==> src/rtl/lmfe_pkg.sv <==
// Shared defaults and encodings for the SRAM write-buffer arbiter.
// SRAM controls are active-low, so ON is the asserted (0) level.
package lmfe_pkg;
  localparam int AW_DEF         = 10;
  localparam int DW_DEF         = 8;
  localparam int STARVE_MAX_DEF = 3;

  localparam logic SRAM_ON  = 1'b0;
  localparam logic SRAM_OFF = 1'b1;

  typedef enum logic [1:0] {
    OP_IDLE  = 2'd0,
    OP_READ  = 2'd1,
    OP_DRAIN = 2'd2
  } sram_op_e;
endpackage

==> src/rtl/lmfe_wbuf.sv <==
// Two-entry posted-write FIFO (entry 0 oldest) with address compare for forwarding.
// Push/pop take effect at the clock edge; match result is combinational on current contents.
module lmfe_wbuf
  import lmfe_pkg::*;
#(
  parameter int AW = AW_DEF,
  parameter int DW = DW_DEF
) (
  input  logic          clk,
  input  logic          rst_n,
  input  logic          push_i,
  input  logic [AW-1:0] push_addr_i,
  input  logic [DW-1:0] push_data_i,
  input  logic          pop_i,
  input  logic [AW-1:0] cmp_addr_i,
  output logic          hit_o,
  output logic [DW-1:0] hit_data_o,
  output logic [AW-1:0] head_addr_o,
  output logic [DW-1:0] head_data_o,
  output logic [1:0]    cnt_o
);
  logic [AW-1:0] a0_q, a0_d, a1_q, a1_d;
  logic [DW-1:0] d0_q, d0_d, d1_q, d1_d;
  logic [1:0]    cnt_q, cnt_d;
  logic          hit0, hit1;

  // Entry 1 is younger, so it wins when both hold the same address.
  assign hit0        = (cnt_q != 2'd0) && (a0_q == cmp_addr_i);
  assign hit1        = (cnt_q == 2'd2) && (a1_q == cmp_addr_i);
  assign hit_o       = hit0 || hit1;
  assign hit_data_o  = hit1 ? d1_q : d0_q;
  assign head_addr_o = a0_q;
  assign head_data_o = d0_q;
  assign cnt_o       = cnt_q;

  always_comb begin
    a0_d  = a0_q;
    d0_d  = d0_q;
    a1_d  = a1_q;
    d1_d  = d1_q;
    if (pop_i) begin
      a0_d = a1_q;
      d0_d = d1_q;
    end
    if (push_i) begin
      if (cnt_q == 2'd0 || (cnt_q == 2'd1 && pop_i)) begin
        a0_d = push_addr_i;
        d0_d = push_data_i;
      end else begin
        a1_d = push_addr_i;
        d1_d = push_data_i;
      end
    end
    cnt_d = cnt_q + {1'b0, push_i} - {1'b0, pop_i};
  end

  always_ff @(posedge clk or negedge rst_n) begin
    if (!rst_n) begin
      a0_q  <= '0;
      d0_q  <= '0;
      a1_q  <= '0;
      d1_q  <= '0;
      cnt_q <= 2'd0;
    end else begin
      a0_q  <= a0_d;
      d0_q  <= d0_d;
      a1_q  <= a1_d;
      d1_q  <= d1_d;
      cnt_q <= cnt_d;
    end
  end
endmodule

==> src/rtl/lmfe_sram_arb.sv <==
// Read/write arbiter for a single-port SRAM with posted writes and read forwarding.
// Reads are granted combinationally and return one cycle later; wr_rdy drops while the buffer is full.
module lmfe_sram_arb
  import lmfe_pkg::*;
#(
  parameter int AW         = AW_DEF,
  parameter int DW         = DW_DEF,
  parameter int STARVE_MAX = STARVE_MAX_DEF
) (
  input  logic          clk,
  input  logic          RST,
  input  logic          wr_req,
  input  logic [AW-1:0] wr_addr,
  input  logic [DW-1:0] wr_data,
  output logic          wr_rdy,
  input  logic          rd_req,
  input  logic [AW-1:0] rd_addr,
  output logic          rd_gnt,
  output logic          rd_valid,
  output logic [DW-1:0] rd_data,
  output logic [AW-1:0] A,
  output logic [DW-1:0] D,
  output logic          CEN,
  output logic          WEN,
  input  logic [DW-1:0] Q,
  output logic [1:0]    wbuf_cnt
);
  localparam int SW = (STARVE_MAX < 1) ? 1 : $clog2(STARVE_MAX + 1);
  localparam logic [SW-1:0] STARVE_LIM = SW'(STARVE_MAX);

  logic          hit, push, pop, fwd;
  logic [DW-1:0] hit_data, head_data;
  logic [AW-1:0] head_addr;
  logic [1:0]    cnt;
  sram_op_e      op;
  logic [SW-1:0] starve_q, starve_d;
  logic          rd_valid_q, fwd_sel_q;
  logic [DW-1:0] fwd_q, fwd_d;

  lmfe_wbuf #(.AW(AW), .DW(DW)) u_wbuf (
    .clk         (clk),
    .rst_n       (RST),
    .push_i      (push),
    .push_addr_i (wr_addr),
    .push_data_i (wr_data),
    .pop_i       (pop),
    .cmp_addr_i  (rd_addr),
    .hit_o       (hit),
    .hit_data_o  (hit_data),
    .head_addr_o (head_addr),
    .head_data_o (head_data),
    .cnt_o       (cnt)
  );

  assign wr_rdy = (cnt != 2'd2);
  assign push   = wr_req && wr_rdy;
  assign fwd    = rd_req && hit;

  // A missing read beats the drain unless the buffer is full or the drain has waited too long.
  always_comb begin
    op = OP_IDLE;
    if (rd_req && !hit &&
        (cnt == 2'd0 || (cnt != 2'd2 && starve_q != STARVE_LIM))) begin
      op = OP_READ;
    end else if (cnt != 2'd0) begin
      op = OP_DRAIN;
    end
  end

  assign pop    = (op == OP_DRAIN);
  assign rd_gnt = fwd || (op == OP_READ);
  assign CEN    = (op == OP_IDLE) ? SRAM_OFF : SRAM_ON;
  assign WEN    = pop ? SRAM_ON : SRAM_OFF;
  assign D      = pop ? head_data : '0;

  always_comb begin
    A = '0;
    if (op == OP_READ) begin
      A = rd_addr;
    end else if (op == OP_DRAIN) begin
      A = head_addr;
    end
  end

  always_comb begin
    starve_d = starve_q;
    if (pop) begin
      starve_d = '0;
    end else if (op == OP_READ && cnt != 2'd0 && starve_q != STARVE_LIM) begin
      starve_d = starve_q + 1'b1;
    end
  end

  assign fwd_d = fwd ? hit_data : '0;

  always_ff @(posedge clk or negedge RST) begin
    if (!RST) begin
      starve_q   <= '0;
      rd_valid_q <= 1'b0;
      fwd_sel_q  <= 1'b0;
      fwd_q      <= '0;
    end else begin
      starve_q   <= starve_d;
      rd_valid_q <= rd_gnt;
      fwd_sel_q  <= fwd;
      fwd_q      <= fwd_d;
    end
  end

  assign rd_valid = rd_valid_q;
  assign rd_data  = rd_valid_q ? (fwd_sel_q ? fwd_q : Q) : '0;
  assign wbuf_cnt = cnt;
endmodule
==> config.mk <==
export PLATFORM = sky130hd
export DESIGN_NAME = lmfe_sram_arb
export DESIGN_NICKNAME = d
export VERILOG_FILES = /design/src/rtl/lmfe_pkg.sv /design/src/rtl/lmfe_wbuf.sv /design/src/rtl/lmfe_sram_arb.sv
export SDC_FILE = /design/constraint.sdc
export NUM_CORES = 1
export LEC_CHECK = 0
export CORE_ASPECT_RATIO = 1.75
export CORE_MARGIN = 3
export CORE_UTILIZATION = 45
export CTS_BUF_LIST = sky130_fd_sc_hd__clkbuf_8
export CTS_CLUSTER_DIAMETER = 120
export DETAILED_ROUTE_END_ITERATION = 12
export GPL_TIMING_DRIVEN = 0
export PLACE_DENSITY = 0.77
export SLEW_MARGIN = 20
export SYNTH_ARGS = -nofsm -noshare
export SYNTH_HDL_FRONTEND = slang
export SYNTH_HIERARCHICAL = 1
export SYNTH_SLANG_ARGS = --single-unit
==> constraint.sdc <==
create_clock -name clk -period 3.3 [get_ports clk]
set_input_delay 0.66 -clock clk [delete_from_list [all_inputs] [get_ports clk]]
set_output_delay 0.66 -clock clk [all_outputs]
set_load 0.005 [all_outputs]
==> metrics <==
setup TNS -38.3 ps; Post-DP Area 3810 um2; Clock Sinks 50; Worst Path Max Fanout 5; gpl congestion 0.847; Post-synth EDFFs 0; Compound-Gate Fraction of Synth Area 9.26%; io pins 73; status finished, violations left; yosys warns 6; clock latency on the worst-skew pair 310 ps; CP Cell Sequence clkdlybuf4s50_1 -> xor2_1 -> nor4_1 -> nand3_1 -> o41ai_4 -> and4bb_4 -> buf_8 -> or2_1 -> buf_2; core area 6280 um2; CTS max path bufs 2; overall die width 67.2 um; critical path's slowest cell clkdlybuf4s50_1; Cell Area, Synth 2950 um2; Slew Limit Headroom 65.5%; grt total ovfl 0; fin nets 398; CTS tree yes; fillcell total 514; hold buffer count at CTS 0; Die Span Y 113 um; main combinational cell family by area after synthesis multiplexers; final hold violations 0; area leader, netlist dfrtp_1; num rows 38; register bit total from synthesis 50; min cycle time layout 3330 ps; full die area 7590 um2; DRT antenna net count 0; Reg clk slew, reported paths 100 ps; area fraction in and, or, nand and nor cells after synthesis 16.7%; CTS buffer count 5; IO buf count 72; final setup fails 2; final std cells w/o fill 436; Setup CP Type primary input to output pin; ant diodes 0; WL/cell 17.6 um; dpl cells 421; Post-DP HPWL 5460 um; Routed Wire Length 7690 um; syn_area_per_cell 11.0 um2; GRT Util Overall 21.6%; synth top area cells dfrtp_1 (42%), mux2_2 (9.9%), mux2i_1 (8.8%); Cells after Synth 268; CP endpoint kind output pin; Design Area, Final 4020 um2; final core utilization 64.0%; Worst Max-Slew Pin Slew 518 ps; drt via density 5.60; Initial Utilization 46.9%; ys async rst share 100%; initial antenna violation count 0; fin. max-slew vios 0; max frequency 300 MHz; number of remaining DRC errors 0; Worst Hold Slack 313 ps; via total after detailed routing 2441; RSZ-0062 raised after global routing yes; ys flop type dfrtp_1; largest net degree at the start of global routing 31; failing checks setup timing; Worst Path Required 2640 ps; first-pass GRT wire length 12500 um; Synth top cells by count dfrtp_1 (50), o21ai_0 (28), mux2_2 (26), mux2i_1 (26), nand2_1 (18); Worst VDD drop 510 uV; vias in the first global route 2554; xor and xnor area share after synthesis 6.54%; Worst Path Arrival 2670 ps; Post-Synth Adder-Cell Area 1.27%; worst min path class primary input to asynchronous set/reset pin; sequential share of the synthesized area 42.5%; pwr/cell area 860 nW/um2; Area Overhead vs Synth 36.3%; Final Skew 5.28 ps; max cap viols 0; Yosys top cell area share 42.5%; clock root cell clkbuf_8; Yosys cell types 39; Tcrit/Tclk final 101%; setup ws final -32.3 ps; mux contribution to synthesized area 19.3%; # H-tree levels 2; count leader, synth dfrtp_1; drt initial violations 62; CP max stage delay 480 ps; Synth Net Count 311; DR pass1 iterations 6; share of layout cells above drive strength 1 32.6%; CP Launch Type primary input; Pleak 1.78 nW
## layer usage
| metal | vias up | global-route usage (%) | share of wire [%] |
|---|---|---|---|
| met5 | - | 0 | 0 |
| met4 | 0 | 9.62 | 3.5 |
| met3 | 24 | 3.57 | 5.6 |
| met1 | 1189 | 24.6 | 36 |
| li1 | 1134 | - | - |
| met2 | 94 | 38.2 | 55 |
## cell usage in the layout, fill, tap and decap left out, types with 2 or more instances in the layout
cell	n
nor3_1	2
buf_12	2
buf_2	26
o21ai_1	2
mux2_2	26
nand3b_1	10
nor3b_2	8
nand2b_1	2
and3_1	9
o22ai_4	2
nor4_1	4
buf_4	11
xnor2_2	4
clkbuf_1	2
o22ai_2	7
dlygate4sd2_1	3
ha_1	3
buf_6	8
xnor2_1	3
nand2_1	18
nor2b_1	9
clkbuf_8	6
and2_1	2
mux2i_1	26
clkdlybuf4s50_1	42
dfrtp_1	49
inv_1	3
xor2_1	15
o21ai_0	27
## logic make-up (layout without fill, tap and decap cells)
| family | count (synthesis) | count (layout) |
|---|---|---|
| compound gates | 45 | 45 |
| xor+xnor | 22 | 22 |
| fa+ha+maj | 3 | 3 |
| buf+inv | 21 | 109 |
| flops | 50 | 50 |
| mux | 53 | 53 |
| simple gates | 74 | 74 |
## flip-flops by register name, summed over array words and instances, names as in the netlist
name / count
u_wbuf/head_addr_o: 10
fwd_sel_q: 1
u_wbuf/a1_q: 10
fwd_q: 8
starve_q: 2
u_wbuf/d1_q: 8
rd_valid: 1
u_wbuf/cnt_o: 2
u_wbuf/head_data_o: 8
## worst paths after layout
| path | startpoint | to | slack, ps | depth (start not counted) |
|---|---|---|---|---|
| worst max-delay path | rd_addr[6] | WEN | -30 | 9 |
| worst min-delay path | RST | u_wbuf/cnt_o[1] | 310 | 1 |
| worst max register to register | u_wbuf/head_addr_o[9] | u_wbuf/a1_q[7] | 80 | 12 |
| worst min register to register | starve_q[1] | starve_q[1] | 540 | 1 |
| max in group asynchronous | RST | u_wbuf/a1_q[2] | 2460 | 2 |
| min in group clk | starve_q[1] | starve_q[1] | 540 | 1 |
## area by class of cell
class / instances / area (um2) / area share (%)
Multi-Input combinational cell: 197 / 1700 / 42.3
Clock buffer: 5 / 68.8 / 1.71
Clock inverter: 3 / 25.0 / 0.623
Inverter: 3 / 11.3 / 0.280
Buffer: 17 / 155 / 3.86
Timing Repair Buffer: 81 / 703 / 17.5
Tap cell: 80 / 100 / 2.49
Sequential cell: 50 / 1250 / 31.2
## worst max-delay path, delay by kind of cell
kind | cells | cell delay, ps
buf+inv | 3 | 760
xor+xnor | 1 | 190
simple gates | 4 | 960
compound gates | 1 | 100
## metrics by stage
| stage | setup WS [ps] | total power [mW] |
|---|---|---|
| floorplan | 10.9 | 2.25 |
| global placement | -1130 | 2.94 |
| detailed placement | -1210 | 3.00 |
| CTS | -36.3 | 3.42 |
| global route | -72.7 | 3.69 |
| finish | -32.3 | 3.45 |
## timing repair
item / in CTS / in global routing
buffers inserted: 7 / 0
gates resized for setup: 143 / 5
setup endpoints to repair: 57 / 53
pin swaps: 16 / 3
cloned: 1 / 0
## report_power, final
group	internal, mW	switching [mW]
combinational	1.03	0.904
clock	0.153	0.222
sequential	0.882	0.263
total	2.06	1.39
Power figures use the tool's default switching activity.
